`src/rtl/uninasoc_pkg.sv`:
```
// Shared SoC constants: AXI widths and response codes, timer register offsets and CTRL layout.
// Latency: none (declarations and pure functions only).
// Backpressure: not applicable.
package uninasoc_pkg;

    localparam int AXI_ADDR_WIDTH = 32;
    localparam int AXI_DATA_WIDTH = 32;

    localparam logic [1:0] AXI_RESP_OKAY   = 2'b00;
    localparam logic [1:0] AXI_RESP_SLVERR = 2'b10;

    localparam logic [11:0] TIMER_CTRL_OFF    = 12'h000;
    localparam logic [11:0] TIMER_COUNT_OFF   = 12'h004;
    localparam logic [11:0] TIMER_COMPARE_OFF = 12'h008;
    localparam logic [11:0] TIMER_STATUS_OFF  = 12'h00C;

    // CTRL fields; packed MSB-first so presc sits above the single-bit flags
    typedef struct packed {
        logic [7:0] presc;
        logic       auto_reload;
        logic       irq_en;
        logic       en;
    } timer_ctrl_t;

    typedef enum logic {W_IDLE, W_RESP} wr_state_t;
    typedef enum logic {R_IDLE, R_DATA} rd_state_t;

    // Software view of CTRL: EN[0], IRQ_EN[1], AUTO_RELOAD[2], PRESC[15:8], rest zero
    function automatic logic [31:0] ctrl_to_word(input timer_ctrl_t c);
        return {16'h0000, c.presc, 5'b00000, c.auto_reload, c.irq_en, c.en};
    endfunction

    // Byte-lane merge of a write into an existing 32-bit register value
    function automatic logic [31:0] apply_strb(input logic [31:0] old_v,
                                               input logic [31:0] new_v,
                                               input logic [3:0]  strb);
        logic [31:0] res;
        for (int i = 0; i < 4; i++) begin
            res[i*8 +: 8] = strb[i] ? new_v[i*8 +: 8] : old_v[i*8 +: 8];
        end
        return res;
    endfunction

endpackage

```
`src/rtl/axil_timer_core.sv`:
```
// Timer datapath: optional prescaler, 32-bit counter, compare match and sticky MATCH flag.
// Latency: register writes and ticks take effect at the next clock edge; irq follows MATCH combinationally.
// Backpressure: none; write strobes from the bus side are always accepted. Macro AXIL_TIMER_PRESCALER_EN enables PRESC.
module axil_timer_core
    import uninasoc_pkg::*;
#(
    parameter logic [31:0] RESET_COMPARE = 32'hFFFF_FFFF
) (
    input  logic        clk_i,
    input  logic        rst_ni,
    input  logic        ctrl_we,
    input  logic        count_we,
    input  logic        compare_we,
    input  logic        status_we,
    input  logic [31:0] wr_data,
    input  logic [3:0]  wr_strb,
    output timer_ctrl_t ctrl,
    output logic [31:0] count,
    output logic [31:0] compare,
    output logic        match,
    output logic        irq
);

    logic        tick;
    logic [31:0] nxt;
    logic        hit;

`ifdef AXIL_TIMER_PRESCALER_EN
    logic [7:0] psc_cnt;

    assign tick = ctrl.en && (psc_cnt == ctrl.presc);

    // Prescale counter: restarts when disabled or when CTRL is rewritten, wraps after PRESC+1 cycles
    always_ff @(posedge clk_i or negedge rst_ni) begin
        if (!rst_ni) begin
            psc_cnt <= 8'h00;
        end else if (!ctrl.en || ctrl_we || tick) begin
            psc_cnt <= 8'h00;
        end else begin
            psc_cnt <= psc_cnt + 8'd1;
        end
    end
`else
    assign tick = ctrl.en;
`endif

    // A software COUNT write overrides the tick and suppresses the compare for that cycle
    assign nxt = count + 32'd1;
    assign hit = tick && !count_we && (nxt == compare);
    assign irq = match && ctrl.irq_en;

    // CTRL register; PRESC is only writable when the prescaler is built in
    always_ff @(posedge clk_i or negedge rst_ni) begin
        if (!rst_ni) begin
            ctrl <= '0;
        end else if (ctrl_we) begin
            if (wr_strb[0]) begin
                ctrl.en          <= wr_data[0];
                ctrl.irq_en      <= wr_data[1];
                ctrl.auto_reload <= wr_data[2];
            end
`ifdef AXIL_TIMER_PRESCALER_EN
            if (wr_strb[1]) begin
                ctrl.presc <= wr_data[15:8];
            end
`endif
        end
    end

    // Counter: software write wins, otherwise advance on tick with optional reload at match
    always_ff @(posedge clk_i or negedge rst_ni) begin
        if (!rst_ni) begin
            count <= 32'h0;
        end else if (count_we) begin
            count <= apply_strb(count, wr_data, wr_strb);
        end else if (tick) begin
            count <= (hit && ctrl.auto_reload) ? 32'h0 : nxt;
        end
    end

    // Compare value; the new value is used for matching from the following cycle
    always_ff @(posedge clk_i or negedge rst_ni) begin
        if (!rst_ni) begin
            compare <= RESET_COMPARE;
        end else if (compare_we) begin
            compare <= apply_strb(compare, wr_data, wr_strb);
        end
    end

    // Sticky MATCH flag: a new match beats a simultaneous write-1-to-clear
    always_ff @(posedge clk_i or negedge rst_ni) begin
        if (!rst_ni) begin
            match <= 1'b0;
        end else if (hit) begin
            match <= 1'b1;
        end else if (status_we && wr_strb[0] && wr_data[0]) begin
            match <= 1'b0;
        end
    end

endmodule

```
`src/rtl/axil_timer.sv`:
```
// AXI4-Lite slave wrapper for the timer: address decode, write/read channel FSMs, register readback.
// Latency: AW+W accepted in the cycle both are valid, B valid next cycle; AR accepted at once, R valid next cycle.
// Backpressure: one outstanding write and one outstanding read; held B/R stall new requests. Macro AXIL_TIMER_PRESCALER_EN.
module axil_timer
    import uninasoc_pkg::*;
#(
    parameter int          AXI_ADDR_WIDTH = uninasoc_pkg::AXI_ADDR_WIDTH,
    parameter int          AXI_DATA_WIDTH = uninasoc_pkg::AXI_DATA_WIDTH,
    parameter logic [31:0] RESET_COMPARE  = 32'hFFFF_FFFF
) (
    input  logic                      clk_i,
    input  logic                      rst_ni,
    input  logic [AXI_ADDR_WIDTH-1:0] s_axi_awaddr,
    input  logic                      s_axi_awvalid,
    output logic                      s_axi_awready,
    input  logic [AXI_DATA_WIDTH-1:0] s_axi_wdata,
    input  logic [3:0]                s_axi_wstrb,
    input  logic                      s_axi_wvalid,
    output logic                      s_axi_wready,
    output logic [1:0]                s_axi_bresp,
    output logic                      s_axi_bvalid,
    input  logic                      s_axi_bready,
    input  logic [AXI_ADDR_WIDTH-1:0] s_axi_araddr,
    input  logic                      s_axi_arvalid,
    output logic                      s_axi_arready,
    output logic [AXI_DATA_WIDTH-1:0] s_axi_rdata,
    output logic [1:0]                s_axi_rresp,
    output logic                      s_axi_rvalid,
    input  logic                      s_axi_rready,
    output logic                      irq_o
);

    if (AXI_DATA_WIDTH != 32) begin : g_data_width_check
        $error("axil_timer: AXI_DATA_WIDTH must be 32");
    end

    wr_state_t   w_state, w_next;
    rd_state_t   r_state, r_next;
    logic        wr_fire, rd_fire;
    logic [11:0] w_off;
    logic        w_ctrl, w_count, w_cmp, w_stat, w_mapped;
    logic [31:0] rd_val;
    logic [1:0]  rd_resp;
    logic [1:0]  bresp_q, rresp_q;
    logic [31:0] rdata_q;

    timer_ctrl_t ctrl;
    logic [31:0] count, compare;
    logic        match;

    // Only the low 12 address bits select a register
    logic unused_addr_bits;
    assign unused_addr_bits = ^{s_axi_awaddr[AXI_ADDR_WIDTH-1:12], s_axi_araddr[AXI_ADDR_WIDTH-1:12]};

    // Full 12-bit compare also rejects unaligned offsets, since all registers are word aligned
    assign w_off    = s_axi_awaddr[11:0];
    assign w_ctrl   = (w_off == TIMER_CTRL_OFF);
    assign w_count  = (w_off == TIMER_COUNT_OFF);
    assign w_cmp    = (w_off == TIMER_COMPARE_OFF);
    assign w_stat   = (w_off == TIMER_STATUS_OFF);
    assign w_mapped = w_ctrl || w_count || w_cmp || w_stat;

    axil_timer_core #(
        .RESET_COMPARE (RESET_COMPARE)
    ) u_core (
        .clk_i      (clk_i),
        .rst_ni     (rst_ni),
        .ctrl_we    (wr_fire && w_ctrl),
        .count_we   (wr_fire && w_count),
        .compare_we (wr_fire && w_cmp),
        .status_we  (wr_fire && w_stat),
        .wr_data    (s_axi_wdata[31:0]),
        .wr_strb    (s_axi_wstrb),
        .ctrl       (ctrl),
        .count      (count),
        .compare    (compare),
        .match      (match),
        .irq        (irq_o)
    );

    // Channel state registers; reset drops any pending response immediately
    always_ff @(posedge clk_i or negedge rst_ni) begin
        if (!rst_ni) begin
            w_state <= W_IDLE;
            r_state <= R_IDLE;
        end else begin
            w_state <= w_next;
            r_state <= r_next;
        end
    end

    // Write channel: take address and data together, then hold B until the master takes it
    always_comb begin
        w_next        = w_state;
        s_axi_awready = 1'b0;
        s_axi_wready  = 1'b0;
        s_axi_bvalid  = 1'b0;
        wr_fire       = 1'b0;
        case (w_state)
            W_IDLE: begin
                if (s_axi_awvalid && s_axi_wvalid) begin
                    s_axi_awready = 1'b1;
                    s_axi_wready  = 1'b1;
                    wr_fire       = 1'b1;
                    w_next        = W_RESP;
                end
            end
            W_RESP: begin
                s_axi_bvalid = 1'b1;
                if (s_axi_bready) begin
                    w_next = W_IDLE;
                end
            end
            default: w_next = W_IDLE;
        endcase
    end

    // Read channel: accept AR when idle, then hold R until the master takes it
    always_comb begin
        r_next        = r_state;
        s_axi_arready = 1'b0;
        s_axi_rvalid  = 1'b0;
        rd_fire       = 1'b0;
        case (r_state)
            R_IDLE: begin
                if (s_axi_arvalid) begin
                    s_axi_arready = 1'b1;
                    rd_fire       = 1'b1;
                    r_next        = R_DATA;
                end
            end
            R_DATA: begin
                s_axi_rvalid = 1'b1;
                if (s_axi_rready) begin
                    r_next = R_IDLE;
                end
            end
            default: r_next = R_IDLE;
        endcase
    end

    // Readback mux; unmapped or unaligned offsets return zero with SLVERR
    always_comb begin
        rd_val  = 32'h0;
        rd_resp = AXI_RESP_OKAY;
        case (s_axi_araddr[11:0])
            TIMER_CTRL_OFF:    rd_val = ctrl_to_word(ctrl);
            TIMER_COUNT_OFF:   rd_val = count;
            TIMER_COMPARE_OFF: rd_val = compare;
            TIMER_STATUS_OFF:  rd_val = {31'h0, match};
            default:           rd_resp = AXI_RESP_SLVERR;
        endcase
    end

    // Response registers, captured at the handshake and held stable while valid
    always_ff @(posedge clk_i or negedge rst_ni) begin
        if (!rst_ni) begin
            bresp_q <= AXI_RESP_OKAY;
            rresp_q <= AXI_RESP_OKAY;
            rdata_q <= 32'h0;
        end else begin
            if (wr_fire) begin
                bresp_q <= w_mapped ? AXI_RESP_OKAY : AXI_RESP_SLVERR;
            end
            if (rd_fire) begin
                rresp_q <= rd_resp;
                rdata_q <= rd_val;
            end
        end
    end

    assign s_axi_bresp = bresp_q;
    assign s_axi_rresp = rresp_q;
    assign s_axi_rdata = rdata_q;

endmodule
```
`config.mk`:
```
export PLATFORM = sky130hd
export DESIGN_NAME = axil_timer
export DESIGN_NICKNAME = d
export VERILOG_FILES = /design/src/rtl/uninasoc_pkg.sv /design/src/rtl/axil_timer_core.sv /design/src/rtl/axil_timer.sv
export SDC_FILE = /design/constraint.sdc
export NUM_CORES = 1
export LEC_CHECK = 0
export CORE_MARGIN = 4
export CORE_UTILIZATION = 46
export DETAILED_ROUTE_END_ITERATION = 16
export DONT_BUFFER_PORTS = 1
export GPL_TIMING_DRIVEN = 0
export HOLD_SLACK_MARGIN = 0.02
export PLACE_DENSITY = 0.63
export SYNTH_ARGS = -nofsm -noshare
export SYNTH_HDL_FRONTEND = slang
export SYNTH_SLANG_ARGS = --single-unit
```
`constraint.sdc`:
```
create_clock -name clk_i -period 10.1 [get_ports clk_i]
set_input_delay 2.02 -clock clk_i [delete_from_list [all_inputs] [get_ports clk_i]]
set_output_delay 2.02 -clock clk_i [all_outputs]
set_load 0.01 [all_outputs]
```
==> out/results.ini <==
[sta]
fin_crit_ps = 5030
setup_tns_ps = 0
timing.final.ws_setup_ps = 5070
post-route-period-util_pct = 49.8
hold_ws_ps = 506
worst_pin_slew_ps = 1030
rsz0062_at_grt = no
finalHoldViolations = 0
setup_viol = 0
max_freq_mhz = 199
finalClockSkew_ps = 9.91
maxSlewViolCount = 0
relSlewSlack_pct = 31.5

[clock_tree]
cts_root_buffer = clkbuf_16
cts_sinks = 104
ctsHtreeMaxLevel = 3
worstSkewPairLatency_ps = 360
clkTransAtPathRegs_ps = 70
cts_buffers = 9
cts_resized = 0
clk_path_buf_depth = 2
cts_setup_buffers = 0
ctsHoldBuffers = 0
cts_tree = done

[die]
die-area_um2 = 15900
fp.coreArea_um2 = 13500
initial_utilization_pct = 47.6
row_count = 42
die_w_um = 126
ios = 149
dieHeight_um = 126

[worst_setup_path]
rrSetupSlack_ps = 6190
r2r_end = u_core.count[30]
crit_top_cell = clkbuf_1
path_class = input port to register
critPathSlowestCell = or3b_2
critPathMaxFanout = 10
critPathArrivalTime_ps = 5280
crit_chain = and3b_1 -> nand4_1 -> or3b_2 -> clkbuf_1 -> and2_1 -> buf_2 -> nor2_1 -> clkbuf_1 -> o41ai_1 -> a21o_1
cp-end-kind = register
critPathLaunchType = input port
crit_required_ps = 10340
crit_buf_inv = 3
slowest_delay_ps = 580
path_depth = 10
rr_startpoint = u_core.count[3]
path_delay_family = simple AND/OR/NAND/NOR gates
reg2reg_depth = 10

[yosys]
yosys_warnings = 8
syn_area_um2 = 6400
synth_top_cell_by_area = dfrtp_1
synthCells = 699
yosys-top-cells-area = dfrtp_1 (28%), dfstp_2 (13%), mux2_2 (5.8%)
ys_seq_area_share_pct = 41.3
synth.distinct_cells = 65
yosys-top-cells-count = dfrtp_1 (72), nand2_1 (71), o21ai_0 (59)
ys_ff_latch = 104
synthFlopType = dfrtp_1
yosysMostFrequentCell = dfrtp_1
synthArstFlopShare_pct = 100
synth_edf_count = 0
synth_area_per_cell_um2 = 9.16
synth_top_area_share_pct = 28.1

[detailed_routing]
wl_per_cell_um = 23.5
vias_per_cell = 6.45
wl_mm = 20.9
drcViolationCount = 0
vias = 5751
ant_nets = 0
drtPass1Iterations = 6
drt_iter0_drc = 547

[power_and_ir_drop]
p_leak_nw = 2.77
powerDensity_nw_per_um2 = 115
ir_drop_uv = 68.9

[placement]
dp_slack_ps = 4690
dp_hpwl_mm = 15.6
numPortBuffers = 0
dp.cells = 876
gp_congestion = 0.917

[hold_path]
hold_start = u_core.compare[1]
min_to = u_core.compare[1]
hold_path_depth = 2
hp-class = register to register

[global_route]
grt_pass1_wl_mm = 32.7
grt_pass1_vias = 5695
grt_max_degree = 105
antenna_found_initial = 0
grt_overflow = 0
grt_use_total_pct = 26.3

[run]
maxCapViolations = 0

[finish]
diodes = 0
drive_above_1_share_pct = 16.8
areaGrowthSynthToFinish_pct = 8.15
final_cells = 892
register_area_um2 = 2640
nets = 819
postLayoutCoreUtil_pct = 51.5
fill_cells = 1338
multiInputGateArea_um2 = 3440

[outcome]
outcome = complete, no violations

==> tightest hold or removal path: stages (launching register included) <==
cell,delay [ps]
dfstp_2,390
nand2_1,50
o21ai_0,70
==> power breakdown <==
part           leakage [nW]  total, mW  internal, mW  switching [mW]
logic                  1.43     0.0161       0.00467          0.0115
registers              1.19      0.420         0.418         0.00205
clock network         0.152      0.362         0.198           0.164
==> per-stage QoR <==
| stage | instance area, µm² | power (mW) |
|---|---|---|
| after global placement | 6630 | 0.444 |
| after CTS | 6920 | 0.804 |
| after global routing | 6920 | 0.822 |
| after detailed placement | 6630 | 0.444 |
| after floorplan | 6400 | 0.439 |
| final | 6920 | 0.799 |
==> flip-flops by register name, summed over array words and instances, names as in the netlist, 2 cells and up <==
| name | cells |
|---|---|
| u_core.count | 32 |
| s_axi_rdata | 32 |
| u_core.ctrl | 2 |
| u_core.compare | 32 |
==> cell usage in the layout (no fill, tap or decap), types with 4 or more instances in the layout <==
cell type and n:
nand2_1 71, and2_1 6, xor2_1 15, xnor2_1 31, o21ai_0 59, o31ai_1 4
buf_2 20, clkbuf_16 9, a21oi_1 34, a22oi_1 34, clkinv_2 4, inv_1 25
nand3_1 29, o22ai_1 4, o41ai_1 4, nor3b_1 9, nor4_1 12, nor3_1 12
a21o_1 14, mux2i_1 5, or4_1 12, and4_1 5, buf_4 4, nand4_1 16
and3_1 11, o211ai_1 5, nor2b_1 4, a31oi_1 10, dfrtp_1 72, mux2_2 33
clkbuf_1 26, dfstp_2 32, nor2_1 28, o221ai_1 4, a32oi_1 4
==> metal layers <==
metal	up-vias	routed length (µm)	share of wire [%]	track usage (%)
li1	2605	-	-	-
met1	2841	8990	43	35.9
met2	269	9710	46	40.6
met3	36	1760	8.4	6.77
met4	0	490	2.3	9.46
met5	-	0	0	0
==> cells by family (layout without fill, tap and decap cells) <==
group / Yosys count / count (layout) / share of synthesized area, %
AOI/OAI and AO/OA: 197 / 197 / 19.9
xor gates and xnor gates: 46 / 46 / 6.29
adders and majority gates: 1 / 1 / 0.195
buffers and inverters: 76 / 92 / 5.10
DFF: 104 / 104 / 41.3
muxes: 39 / 39 / 7.00
other: 1 / 2 / 0.0586
and+or+nand+nor: 235 / 235 / 20.2
==> worst max-delay path by stage <==
stage                             endpoint  slack, ps    startpoint
after floorplan               s_axi_wready       5640  s_axi_wvalid
after global placement    u_core.count[23]       4770  s_axi_wvalid
after detailed placement  u_core.count[23]       4690  s_axi_wvalid
after CTS                 u_core.count[23]       5050  s_axi_wvalid
after global routing      u_core.count[23]       4820  s_axi_wvalid
final                     u_core.count[23]       5070  s_axi_wvalid
==> cell type report <==
cell class              instances  area share [%]
multi-input cells             520            49.6
flip-flops and latches        104            38.2
clock buffers                  10            3.45
plain buffers                  51            3.36
well taps                     176            3.18
inverters                      25            1.36
clock inverters                 6           0.849
No activity file was read; power rests on OpenSTA's default activity.
